### src/rtl/run_sequencer_pkg.sv
// Shared definitions for the run sequencer: FSM state encoding and default
// parameter values so the top level and its benches agree.
package run_sequencer_pkg;

    typedef enum logic [2:0] {
        IDLE,
        REQ,
        DRAIN,
        RUN,
        NEXT,
        FINISH
    } run_state_t;

    localparam int unsigned DEF_REQ_CYCLES = 4;
    localparam int unsigned DEF_CNT_BITS   = 16;
    localparam int unsigned DEF_TIMEOUT    = 50000;
    localparam int unsigned DEF_PROG_BITS  = 2;

endpackage

### src/rtl/run_sequencer_if.sv
// Host/processor handshake bundle for the run sequencer. The sequencer takes
// the master side; the host and processor model drive the slave side.
interface run_sequencer_if
    import run_sequencer_pkg::*;
#(
    parameter int unsigned PROG_BITS = DEF_PROG_BITS,
    parameter int unsigned CNT_BITS  = DEF_CNT_BITS
);
    logic                 launch;
    logic [PROG_BITS-1:0] prog_count;
    logic                 ack;
    logic                 req;
    logic [PROG_BITS-1:0] prog_sel;
    logic                 busy;
    logic [CNT_BITS-1:0]  cycle_count;
    logic                 count_valid;
    logic                 timeout_err;
    logic                 done;

    modport master (
        input  launch, prog_count, ack,
        output req, prog_sel, busy, cycle_count, count_valid, timeout_err, done
    );

    modport slave (
        output launch, prog_count, ack,
        input  req, prog_sel, busy, cycle_count, count_valid, timeout_err, done
    );
endinterface

### src/rtl/run_sequencer_edge_detect_rise.sv
// Registers a level input and flags the cycle in which it first goes high.
module edge_detect_rise (
    input  logic clock,
    input  logic reset,
    input  logic level,
    output logic rise
);
    logic level_q;

    always_ff @(posedge clock) begin
        if (reset) begin
            level_q <= 1'b0;
        end else begin
            level_q <= level;
        end
    end

    assign rise = level & ~level_q;
endmodule

### src/rtl/run_sequencer.sv
// Host-side initiator for the processor req/ack run handshake: launches a
// sequence of programs, measures each run length and flags runs that hang.
module run_sequencer
    import run_sequencer_pkg::*;
#(
    parameter int unsigned REQ_CYCLES = DEF_REQ_CYCLES,
    parameter int unsigned CNT_BITS   = DEF_CNT_BITS,
    parameter int unsigned TIMEOUT    = DEF_TIMEOUT,
    parameter int unsigned PROG_BITS  = DEF_PROG_BITS
) (
    input logic            clock,
    input logic            reset,
    run_sequencer_if.master bus
);
    localparam int unsigned HOLD_BITS = $clog2(REQ_CYCLES + 1);
    localparam logic [HOLD_BITS-1:0] HOLD_LAST = HOLD_BITS'(REQ_CYCLES - 1);
    localparam logic [CNT_BITS-1:0]  WAIT_LAST = CNT_BITS'(TIMEOUT - 1);

    run_state_t           state, state_nx;
    logic [HOLD_BITS-1:0] hold_cnt, hold_cnt_nx;
    logic [CNT_BITS-1:0]  wait_cnt, wait_cnt_nx;
    logic [CNT_BITS-1:0]  cycle_count, cycle_count_nx;
    logic [PROG_BITS-1:0] last_prog, last_prog_nx;
    logic [PROG_BITS-1:0] prog_sel, prog_sel_nx;
    logic                 req, req_nx;
    logic                 busy, busy_nx;
    logic                 count_valid, count_valid_nx;
    logic                 timeout_err, timeout_err_nx;
    logic                 done, done_nx;
    logic                 ack_rise;
    logic [CNT_BITS-1:0]  wait_step;

    edge_detect_rise ack_edge (
        .clock (clock),
        .reset (reset),
        .level (bus.ack),
        .rise  (ack_rise)
    );

    // Saturate rather than wrap so a stuck counter can never alias a short run.
    assign wait_step = (wait_cnt == WAIT_LAST) ? wait_cnt : wait_cnt + 1'b1;

    always_ff @(posedge clock) begin
        if (reset) begin
            state       <= IDLE;
            hold_cnt    <= '0;
            wait_cnt    <= '0;
            cycle_count <= '0;
            last_prog   <= '0;
            prog_sel    <= '0;
            req         <= 1'b0;
            busy        <= 1'b0;
            count_valid <= 1'b0;
            timeout_err <= 1'b0;
            done        <= 1'b0;
        end else begin
            state       <= state_nx;
            hold_cnt    <= hold_cnt_nx;
            wait_cnt    <= wait_cnt_nx;
            cycle_count <= cycle_count_nx;
            last_prog   <= last_prog_nx;
            prog_sel    <= prog_sel_nx;
            req         <= req_nx;
            busy        <= busy_nx;
            count_valid <= count_valid_nx;
            timeout_err <= timeout_err_nx;
            done        <= done_nx;
        end
    end

    always_comb begin
        state_nx       = state;
        hold_cnt_nx    = hold_cnt;
        wait_cnt_nx    = wait_cnt;
        cycle_count_nx = cycle_count;
        last_prog_nx   = last_prog;
        prog_sel_nx    = prog_sel;
        busy_nx        = busy;
        count_valid_nx = 1'b0;
        timeout_err_nx = timeout_err;
        done_nx        = 1'b0;

        case (state)
            IDLE: begin
                if (bus.launch) begin
                    last_prog_nx   = bus.prog_count;
                    prog_sel_nx    = '0;
                    busy_nx        = 1'b1;
                    timeout_err_nx = 1'b0;
                    hold_cnt_nx    = '0;
                    state_nx       = REQ;
                end
            end
            REQ: begin
                if (hold_cnt == HOLD_LAST) begin
                    wait_cnt_nx = '0;
                    state_nx    = DRAIN;
                end else begin
                    hold_cnt_nx = hold_cnt + 1'b1;
                end
            end
            DRAIN, RUN: begin
                wait_cnt_nx = wait_step;
                // A completing ack on the last allowed cycle beats the timeout.
                if (state == RUN && ack_rise) begin
                    cycle_count_nx = wait_cnt + 1'b1;
                    count_valid_nx = 1'b1;
                    state_nx       = NEXT;
                end else if (wait_cnt == WAIT_LAST) begin
                    timeout_err_nx = 1'b1;
                    cycle_count_nx = '1;
                    count_valid_nx = 1'b1;
                    state_nx       = FINISH;
                end else if (state == DRAIN && !bus.ack) begin
                    state_nx = RUN;
                end
            end
            NEXT: begin
                if (prog_sel == last_prog) begin
                    state_nx = FINISH;
                end else begin
                    prog_sel_nx = prog_sel + 1'b1;
                    hold_cnt_nx = '0;
                    state_nx    = REQ;
                end
            end
            FINISH: begin
                done_nx  = 1'b1;
                busy_nx  = 1'b0;
                state_nx = IDLE;
            end
            default: begin
                state_nx = IDLE;
            end
        endcase

        req_nx = (state_nx == REQ);
    end

    assign bus.req         = req;
    assign bus.prog_sel    = prog_sel;
    assign bus.busy        = busy;
    assign bus.cycle_count = cycle_count;
    assign bus.count_valid = count_valid;
    assign bus.timeout_err = timeout_err;
    assign bus.done        = done;
endmodule

### src/flat_wrapper.sv
// flat-port wrapper written by rule: the top's interface ports become plain ports
module run_sequencer_flat import run_sequencer_pkg::*;
#(
    parameter int unsigned REQ_CYCLES = DEF_REQ_CYCLES,
    parameter int unsigned CNT_BITS   = DEF_CNT_BITS,
    parameter int unsigned TIMEOUT    = DEF_TIMEOUT,
    parameter int unsigned PROG_BITS  = DEF_PROG_BITS
)
  (clock, reset, bus_launch, bus_prog_count, bus_ack, bus_req, bus_prog_sel, bus_busy, bus_cycle_count, bus_count_valid, bus_timeout_err, bus_done);
  run_sequencer_if #(.PROG_BITS(PROG_BITS), .CNT_BITS(CNT_BITS)) bus_i ();
  input logic clock;
  input logic reset;
  input wire logic [$bits(bus_i.launch)-1:0] bus_launch;
  input wire logic [$bits(bus_i.prog_count)-1:0] bus_prog_count;
  input wire logic [$bits(bus_i.ack)-1:0] bus_ack;
  output wire logic [$bits(bus_i.req)-1:0] bus_req;
  output wire logic [$bits(bus_i.prog_sel)-1:0] bus_prog_sel;
  output wire logic [$bits(bus_i.busy)-1:0] bus_busy;
  output wire logic [$bits(bus_i.cycle_count)-1:0] bus_cycle_count;
  output wire logic [$bits(bus_i.count_valid)-1:0] bus_count_valid;
  output wire logic [$bits(bus_i.timeout_err)-1:0] bus_timeout_err;
  output wire logic [$bits(bus_i.done)-1:0] bus_done;
  assign bus_i.launch = bus_launch;
  assign bus_i.prog_count = bus_prog_count;
  assign bus_i.ack = bus_ack;
  assign bus_req = bus_i.req;
  assign bus_prog_sel = bus_i.prog_sel;
  assign bus_busy = bus_i.busy;
  assign bus_cycle_count = bus_i.cycle_count;
  assign bus_count_valid = bus_i.count_valid;
  assign bus_timeout_err = bus_i.timeout_err;
  assign bus_done = bus_i.done;
  run_sequencer #(.REQ_CYCLES(REQ_CYCLES), .CNT_BITS(CNT_BITS), .TIMEOUT(TIMEOUT), .PROG_BITS(PROG_BITS)) u_core (.clock(clock), .reset(reset), .bus(bus_i));
endmodule
### config.mk
export PLATFORM = sky130hd
export DESIGN_NAME = run_sequencer_flat
export DESIGN_NICKNAME = d
export VERILOG_FILES = /design/src/rtl/run_sequencer_pkg.sv /design/src/rtl/run_sequencer_if.sv /design/src/rtl/run_sequencer_edge_detect_rise.sv /design/src/rtl/run_sequencer.sv /design/src/flat_wrapper.sv
export SDC_FILE = /design/constraint.sdc
export NUM_CORES = 1
export LEC_CHECK = 0
export ABC_CLOCK_PERIOD_IN_PS = 2100
export BUFFER_PORTS_ARGS = -buffer_cell sky130_fd_sc_hd__buf_2
export CORE_MARGIN = 10
export CORE_UTILIZATION = 54
export CTS_BUF_LIST = sky130_fd_sc_hd__clkbuf_8
export DETAILED_ROUTE_END_ITERATION = 16
export GPL_TIMING_DRIVEN = 0
export PLACE_DENSITY_LB_ADDON = 0.25
export SLEW_MARGIN = 0
export SYNTH_ARGS = -nofsm -noshare
export SYNTH_HDL_FRONTEND = slang
export SYNTH_SLANG_ARGS = --single-unit
### constraint.sdc
create_clock -name clock -period 2.1 [get_ports clock]
set_clock_uncertainty 0.15 [all_clocks]
set_input_delay 0.525 -clock clock [delete_from_list [all_inputs] [get_ports clock]]
set_output_delay 0.525 -clock clock [all_outputs]
set_load 0.005 [all_outputs]
==> reports/results.ini, run 1 <==
[status]
outcome = finished clean

[yosys]
synth_edf_count = 0
yosys-top-cells-area = dfxtp_1 (38%), a221oi_2 (4.7%), xnor2_1 (3.8%), nand2_1 (3.5%), a21oi_1 (3.0%)
netlist_area_um2 = 2540
synth_cell_types = 59
syn_inst = 290
synth_warnings = 0
synth_flop_cell = dfxtp_1
synth_nets = 299
yosysTopAreaCell = dfxtp_1
ys_ff_latch = 48
async_flop_share_pct = 0
synth_top_area_share_pct = 37.8
syn_area_per_cell_um2 = 8.77
seq_area_frac_synth_pct = 37.8

[layout]
antenna_cells = 0
drive_above_1_share_pct = 22.7
syn2layout_area_growth_pct = 13.1
layout_common_cells = dfxtp_1 (46), buf_2 (33), nand2_1 (24), inv_1 (20), nor2_1 (17)
fin_util_pct = 64.7
final_common_cell = dfxtp_1
finish.net_count = 334

[setup_path]
crit_top_cell = ha_1
critPathMaxFanout = 6
worst_ep_arrival_time_ps = 2050
crit_chain = ha_1 -> ha_1 -> or4b_1 -> clkbuf_1 -> nand2_1 -> nor2_1 -> o21a_1
end_kind = flop
worstSetupPathDepth = 7
path_buf_inv = 1
path_class = flop to flop
start_kind = flop
max_stage_delay_ps = 480
crit_required_ps = 2170
crit_family = simple AND/OR/NAND/NOR gates
slowest_stage = or4b_1
worst_r2r_path_depth = 7

[detailed_routing]
dr.pass1.iters = 7
drt-total-wl_um = 6620
num_vias = 2390
ant_nets = 0
wl_per_cell_um = 17.5
viasPerCell = 6.32
drc = 0
first_iter_violations = 245

[place]
gp_congestion = 0.869
place.port_buffers = 28
hpwl_um = 4710

[power]
power_leakage_uw = 0.000980
comb_power_share_pct = 5.6
swShare_pct = 24.8
seq_power_share_pct = 57.4
power.internal_uw = 1210
powerDensity_nw_per_um2 = 560
p_sw_uw = 400
peakVddDrop_mv = 0.555
p_clk_share_pct = 37.0

[cts]
cts_buffer_depth = 2
cts-buffers-inserted = 5
cts.sinks = 48
path_clk_slew_ps = 90
cts_root_buf = clkbuf_8
htree_levels = 2
clock_latency_ps = 310
cts_tree = built
post_cts_buffers = 0
postCtsHoldBufs = 0

[worst_hold_path]
hold_depth = 3
hp-class = input port to flop

[timing]
post-route-period-util_pct = 94.3
clock.fmax_mhz = 505
rsz0062_at_grt = no
tightest_slew_ps = 623
setup_viol_count_final = 0
timing.setup.tns_ps = 0
slew_headroom_pct = 58.5
layout_min_cycle_time_ps = 1980
final-hold-violation-count = 0
slew_viol_final = 0

[global_route]
grt_overflow = 0
track_usage_pct = 17.8
grt_pass1_vias = 2223
grt_antenna_before_repair = 0
grt_max_degree = 15
grt_pass1_wl_um = 11100

[die]
start_util_pct = 57.2
pin_count = 29
core_area_um2 = 4440
die_w_um = 88.6
dieArea_um2 = 7860
die_y_um = 88.6
num_rows = 24

[run]
maxCapViolations = 0

synthesized netlist by cell type, types with 2 or more instances:
master	number
clkbuf_1	9
a221oi_2	8
buf_2	5
and2_1	3
o211ai_1	4
nor4b_1	2
o311ai_0	2
xnor2_1	11
o221ai_1	5
nand4_2	2
nand2b_1	3
inv_1	19
or2_2	4
dfxtp_1	48
a311oi_1	5
nor4_1	4
nor3_1	7
nand4_1	6
or3_1	3
or4_1	4
ha_1	3
xor2_1	2
o21ai_0	9
nand2_1	24
a211oi_1	5
o22ai_1	5
a221oi_1	5
nand3_1	14
a211o_1	2
nor2_1	17
buf_6	5
a21oi_1	15
nand3b_1	2
and4_1	2
o21a_1	2
stage by stage:
| stage | hold slack [ps] | total power, uW | instance area [um2] | cells | setup slack (ps) |
|---|---|---|---|---|---|
| floorplan | 290 | 1000 | 2540 | 290 | 155 |
| global placement | 285 | 1030 | 2750 | 370 | -73.2 |
| detailed placement | 288 | 1030 | 2750 | 370 | -92.5 |
| CTS | 295 | 1600 | 2850 | 378 | 17.0 |
| global route | 311 | 1650 | 2880 | 378 | 23.8 |
| finish | 291 | 1610 | 2880 | 378 | 120 |
kinds of logic (layout without fill, tap and decap cells):
group | count (synthesis) | count (layout) | synth area share, %
buffers and inverters | 42 | 78 | 8.12
muxes | 1 | 1 | 0.394
xor gates and xnor gates | 13 | 13 | 4.48
DFF | 48 | 48 | 37.8
and+or+nand+nor | 109 | 109 | 24.7
adders and majority gates | 3 | 3 | 1.48
AOI/OAI and AO/OA | 74 | 74 | 23.1
final timing paths:
| kind | start | end | slack [ps] |
|---|---|---|---|
| setup / recovery | u_core.hold_cnt[0] | u_core.hold_cnt[0] | 120 |
| hold / removal | bus_prog_count[1] | u_core.last_prog[1] | 290 |
| setup reg to reg | u_core.hold_cnt[0] | u_core.hold_cnt[0] | 120 |
| hold reg to reg | u_core.bus.cycle_count[1] | u_core.bus.cycle_count[1] | 300 |
flip-flops by register name, indices dropped and copies added, names as in the netlist, 2 cells and up:
register                count
u_core.bus.cycle_count     16
u_core.wait_cnt            16
u_core.state                3
u_core.bus.prog_sel         2
u_core.last_prog            2
u_core.hold_cnt             3
per-layer routing:
metal / track usage (%) / wire (um)
met1: 23.9 / 3010
met2: 27.1 / 2930
met3: 4.50 / 570
met4: 5.87 / 112
met5: 0 / 0
power by group through the flow:
stage	combinational (uW)	sequential, uW	clock [uW]
global placement	84.1	948	0
detailed placement	85.8	948	0
global route	102	927	625
CTS	86.1	927	589
floorplan	56.7	947	0
finish	89.6	926	597
worst reg2reg max path, delay by kind of cell (launching register included):
family | cells | cell delay, ps
buf+inv | 1 | 170
fa+ha+maj | 2 | 430
compound gates | 1 | 190
flops | 1 | 330
simple gates | 3 | 610
layout make-up:
cell class              instances  area (um2)
clock inverters                 2        11.3
multi-input cells             200        1410
flip-flops and latches         48         966
plain buffers                  22         131
fillers                       389        1570
clock buffers                   6        82.6
well taps                      52        65.1
repair buffers                 28         140
inverters                      20        75.1
timing repair:
item / 4_1_cts / 5_1_grt
setup endpoints to repair: 19 / 21
hold endpoints to repair: 0 / 0
resized for setup: 3 / 6
Power figures use the tool's default switching activity.
==> run 2, diff against run 1 <==
- ABC_CLOCK_PERIOD_IN_PS: 2100 -> 1600
- clock period: 2.1 -> 1.6 ns (I/O delays scaled with it)
==> reports/results.ini, run 2 (synthesis gave the netlist of run 1 again) <==
[setup_path]
slowest_stage = dfxtp_4  ; was or4b_1
worst_ep_arrival_time_ps = 1960  ; was 2050 ps
critPathMaxFanout = 8  ; was 6
end_kind = flop  ; unchanged
crit_required_ps = 1650  ; was 2170 ps
path_class = flop to flop  ; unchanged
crit_family = simple AND/OR/NAND/NOR gates  ; unchanged
path_buf_inv = 2  ; was 1
start_kind = flop  ; unchanged
crit_chain = ha_4 -> and4b_4 -> and4_4 -> buf_6 -> o21ai_4 -> buf_12 -> a311oi_1  ; was ha_1 -> ha_1 -> or4b_1 -> clkbuf_1 -> nand2_1 -> nor2_1 -> o21a_1
max_stage_delay_ps = 380  ; was 480 ps

[global_route]
grt_antenna_before_repair = 0  ; unchanged
grt_pass1_vias = 2391  ; was 2223
grt_pass1_wl_um = 11800  ; was 11100 um
grt_max_degree = 16  ; was 15
grt_overflow = 0  ; unchanged
track_usage_pct = 18.9  ; was 17.8%

[power]
finalPower_uw = 2150  ; was 1610 uW
powerDensity_nw_per_um2 = 640  ; was 560 nW/um2
power_leakage_uw = 0.00117  ; was 0.000980 uW
peakVddDrop_mv = 0.488  ; was 0.555 mV

[detailed_routing]
viasPerCell = 6.65  ; was 6.32
wl_per_cell_um = 20.1  ; was 17.5 um
ant_nets = 0  ; unchanged
dr.pass1.iters = 5  ; was 7
num_vias = 2622  ; was 2390
drc = 0  ; unchanged
first_iter_violations = 227  ; was 245
drt-total-wl_um = 7920  ; was 6620 um

[cts]
cts_root_buf = clkbuf_8  ; unchanged
postCtsHoldBufs = 0  ; unchanged
cts-buffers-inserted = 5  ; unchanged
htree_levels = 2  ; unchanged
cts_tree = built  ; unchanged
cts_buffer_depth = 2  ; unchanged
cts.sinks = 48  ; unchanged
path_clk_slew_ps = 100  ; was 90 ps
clock_latency_ps = 310  ; about the same

[timing]
rsz0062_at_grt = yes  ; was no
tightest_slew_ps = 645  ; was 623 ps
whs_ps = 181  ; was 291 ps
slew_headroom_pct = 57.0  ; was 58.5%
fin_ws_ps = -306  ; was 120 ps
slew_viol_final = 0  ; unchanged
final-hold-violation-count = 0  ; unchanged
setup_viol_count_final = 40  ; was 0
clock.fmax_mhz = 525  ; was 505 MHz
post-route-period-util_pct = 119  ; was 94.3%
layout_min_cycle_time_ps = 1910  ; was 1980 ps

[die]
die_w_um = 88.6  ; unchanged
start_util_pct = 57.2  ; unchanged
core_area_um2 = 4440  ; unchanged
num_rows = 24  ; unchanged
die_y_um = 88.6  ; unchanged
pin_count = 29  ; unchanged
dieArea_um2 = 7860  ; unchanged

[status]
violations = negative setup slack
outcome = complete, but fails checks  ; was finished clean

[layout]
syn2layout_area_growth_pct = 32.2  ; was 13.1%
antenna_cells = 0  ; unchanged
finish.net_count = 350  ; was 334
layout_common_cells = dfxtp_1 (38), buf_2 (30), nand2_1 (23), inv_1 (19)  ; was dfxtp_1 (46), buf_2 (33), nand2_1 (24), inv_1 (20), nor2_1 (17)
fin_area_um2 = 3360  ; was 2880 um2
reg.largest.list = u_core.bus.cycle_count: 16 flops, u_core.wait_cnt: 16 flops  ; unchanged
fin_util_pct = 75.7  ; was 64.7%
final_common_cell = dfxtp_1  ; unchanged
drive_above_1_share_pct = 42.4  ; was 22.7%

[place]
hpwl_um = 4600  ; was 4710 um
placed_cell_area_um2 = 2820  ; was 2750 um2
place.port_buffers = 28  ; unchanged
gp_congestion = 0.950  ; was 0.869

[worst_hold_path]
hp-class = input port to flop  ; unchanged

[run]
maxCapViolations = 0  ; unchanged

==> run 2: changes by cell type in the layout (fill, tap and decap cells not counted), moves of 5 or more <==
cell / change
buf_4: +15
dfxtp_1: -8
dfxtp_2: +7
clkbuf_1: -6
o221ai_1: -5
o221ai_2: +5
==> run 2: timing repair <==
action | 4_1_cts | 5_1_grt
gates cloned | 2 | 0
setup buffers | 12 | 4
endpoints found under the setup margin | 43 | 46
gates resized for setup | 36 | 37
hold endpoints to repair | 0 | 0
pin swaps | 19 | 13
==> run 2: power breakdown <==
group	internal, uW	switching (uW)
registers	1210	9.92
logic	48.5	88.0
clock network	354	446
==> run 2: path summary, 6_finish.rpt <==
| check | from | end | slack [ps] | cells past startpoint |
|---|---|---|---|---|
| max | u_core.wait_cnt[1] | u_core.wait_cnt[3] | -310 | 7 |
| min | bus_prog_count[1] | u_core.last_prog[1] | 180 | 3 |
| max reg2reg | u_core.wait_cnt[1] | u_core.wait_cnt[3] | -310 | 7 |
| min reg2reg | u_core.bus.cycle_count[1] | u_core.bus.cycle_count[1] | 320 | 2 |
==> run 2: worst register-to-register path: stages (launching register included) <==
cell and delay (ps):
dfxtp_4 380, ha_4 160, and4b_4 250, and4_4 230, buf_6 130, o21ai_4 60, buf_12 150, a311oi_1 280
==> run 2: cell type report <==
| class | instances | area (um2) |
|---|---|---|
| Multi-Input combinational cell | 200 | 1700 |
| Timing Repair Buffer | 46 | 299 |
| Inverter | 20 | 75.1 |
| Tap cell | 52 | 65.1 |
| Sequential cell | 48 | 978 |
| Buffer | 20 | 150 |
| Clock buffer | 6 | 82.6 |
| Clock inverter | 2 | 12.5 |
| Fill cell | 283 | 1080 |
==> run 2: per-layer routing <==
| layer | up-vias | track usage [%] | wire length (um) |
|---|---|---|---|
| met5 | - | 0 | 0 |
| met4 | 0 | 6.02 | 143 |
| met3 | 23 | 5.06 | 769 |
| met2 | 167 | 30.9 | 3770 |
| met1 | 1258 | 23.7 | 3250 |
| li1 | 1174 | - | - |
==> run 2: through the flow <==
stage          setup TNS [ps]  std cells  setup slack [ps]
4_1_cts                 -5640        390              -215
6_report                -7940        394              -306
3_3_place_gp           -11400        370              -367
3_5_place_dp           -11850        370              -364
5_1_grt                -10190        394              -362
2_1_floorplan           -2350        290              -148
==> run 3, diff against run 2 <==
- CELL_PAD_IN_SITES_DETAIL_PLACEMENT: default -> 1
- CELL_PAD_IN_SITES_GLOBAL_PLACEMENT: default -> 2
- CORE_UTILIZATION: 54 -> 33
==> reports/results.ini, run 3 (synthesis gave the netlist of run 1 again) <==
[setup_path]
crit_required_ps = 1690  ; was 1650 ps
end_kind = flop  ; unchanged
critPathMaxFanout = 5  ; was 8
path_class = flop to flop  ; unchanged
worst_ep_arrival_time_ps = 2030  ; was 1960 ps
worst_r2r_path_depth = 8  ; was 7
start_kind = flop  ; unchanged

[global_route]
grt_pass1_wl_um = 14000  ; was 11800 um
track_usage_pct = 15.2  ; was 18.9%
grt_pass1_vias = 2542  ; was 2391
grt_antenna_before_repair = 0  ; unchanged
grt_max_degree = 15  ; was 16
grt_overflow = 0  ; unchanged

[layout]
drive_above_1_share_pct = 48.9  ; was 42.4%
reg.largest.list = u_core.bus.cycle_count: 16 flops, u_core.wait_cnt: 16 flops  ; unchanged
antenna_cells = 0  ; unchanged
finish.net_count = 363  ; was 350
fillers = 840  ; was 283
syn2layout_area_growth_pct = 44.8  ; was 32.2%
layout_common_cells = buf_2 (32), dfxtp_1 (32), buf_4 (26), nand2_1 (20), inv_1 (19)  ; was dfxtp_1 (38), buf_2 (30), nand2_1 (23), inv_1 (19)
fin_area_um2 = 3680  ; was 3360 um2

[timing]
slew_headroom_pct = 55.9  ; was 57.0%
rsz0062_at_grt = yes  ; unchanged
whs_ps = 174  ; was 181 ps
layout_min_cycle_time_ps = 1940  ; was 1910 ps
tightest_slew_ps = 662  ; was 645 ps
slew_viol_final = 0  ; unchanged
setup_viol_count_final = 41  ; was 40
fin_ws_ps = -338  ; was -306 ps
final-hold-violation-count = 0  ; unchanged
post-route-period-util_pct = 121  ; was 119%
clock.fmax_mhz = 516  ; was 525 MHz

[place]
placed_cell_area_um2 = 2880  ; was 2820 um2
place.port_buffers = 28  ; unchanged
gp_congestion = 0.805  ; was 0.950
hpwl_um = 5690  ; was 4600 um

[status]
violations = negative setup slack  ; unchanged
outcome = complete, but fails checks  ; unchanged

[detailed_routing]
first_iter_violations = 126  ; was 227
drt-total-wl_um = 9260  ; was 7920 um
drc = 0  ; unchanged
wl_per_cell_um = 20.4  ; was 20.1 um
viasPerCell = 5.50  ; was 6.65
ant_nets = 0  ; unchanged
num_vias = 2492  ; was 2622
dr.pass1.iters = 4  ; was 5

[power]
finalPower_uw = 2410  ; was 2150 uW
power_leakage_uw = 0.00129  ; was 0.00117 uW
peakVddDrop_mv = 0.379  ; was 0.488 mV
powerDensity_nw_per_um2 = 656  ; was 640 nW/um2

[cts]
cts_root_buf = clkbuf_8  ; unchanged
path_clk_slew_ps = 100  ; about the same
postCtsHoldBufs = 0  ; unchanged
cts-buffers-inserted = 5  ; unchanged
cts.sinks = 48  ; unchanged
cts_tree = built  ; unchanged
clock_latency_ps = 310  ; about the same
cts_buffer_depth = 2  ; unchanged
htree_levels = 2  ; unchanged

[run]
maxCapViolations = 0  ; unchanged

[worst_hold_path]
hold_depth = 3  ; unchanged
hp-class = input port to flop  ; unchanged

[die]
dieArea_um2 = 11600  ; was 7860 um2
die_w_um = 108  ; was 88.6 um
num_rows = 31  ; was 24
core_area_um2 = 7370  ; was 4440 um2
die_y_um = 108  ; was 88.6 um
start_util_pct = 34.5  ; was 57.2%
pin_count = 29  ; unchanged

==> run 3: cell types whose count changed in the layout (fill, tap and decap cells not counted), moves of 3 or more <==
| cell | previous run | this run |
|---|---|---|
| buf_4 | 16 | 26 |
| dfxtp_1 | 38 | 32 |
| dfxtp_2 | 8 | 12 |
| buf_12 | 1 | 4 |
| nand2_1 | 23 | 20 |
==> run 3: where the power goes <==
part | switching, uW | leakage (uW) | internal, uW | total (uW)
clock network | 446 | 0.0000642 | 616 | 1060
registers | 14.4 | 0.000397 | 1200 | 1220
logic | 85.9 | 0.000826 | 50.4 | 136
==> run 3: area by class of cell <==
type | count | area [um2] | area share, %
Timing Repair Buffer | 61 | 465 | 12.6
Inverter | 20 | 75.1 | 2.04
Multi-Input combinational cell | 200 | 1750 | 47.6
Clock inverter | 2 | 60.1 | 1.63
Tap cell | 99 | 124 | 3.36
Clock buffer | 5 | 68.8 | 1.87
Sequential cell | 48 | 991 | 26.9
Buffer | 18 | 145 | 3.94
==> run 3: routing by layer <==
metal / vias up / share of wire (%) / GRT usage, %
met1: 1228 / 44 / 20.0
met2: 51 / 50 / 23.7
li1: 1201 / - / -
met4: 0 / 1.4 / 5.25
met3: 12 / 4.6 / 3.35
met5: - / 0 / 0
==> run 3: what timing repair did <==
action	in CTS	in global routing
cloned	1	2
resized for setup	43	53
setup buffers	19	12
endpoints found under the setup margin	47	44
pin swaps	18	14
==> run 3: worst max-delay path, stage by stage, from the launching register on <==
cell and delay, ps:
dfxtp_4 370, ha_4 170, and4b_4 190, and4_1 160, buf_6 140, buf_12 140, clkbuf_16 160, a211o_1 260
a21oi_2 130
==> run 3: worst paths after layout <==
| path | start | end | slack [ps] |
|---|---|---|---|
| worst max register to register | u_core.wait_cnt[1] | u_core.wait_cnt[6] | -340 |
| worst max-delay path | u_core.wait_cnt[1] | u_core.wait_cnt[6] | -340 |
| worst min register to register | u_core.bus.cycle_count[1] | u_core.bus.cycle_count[1] | 320 |
| worst min-delay path | bus_prog_count[0] | u_core.last_prog[0] | 170 |
==> run 3: stage by stage <==
stage                     util (%)  setup slack (ps)  std cells  setup TNS, ps
after floorplan                  -              -148        290          -2350
after global placement        39.1              -496        417         -18540
after detailed placement      39.1              -476        417         -16980
after CTS                     45.8              -261        443          -8400
after global routing          50.0              -367        453         -10470
final                         50.0              -338        453          -8930
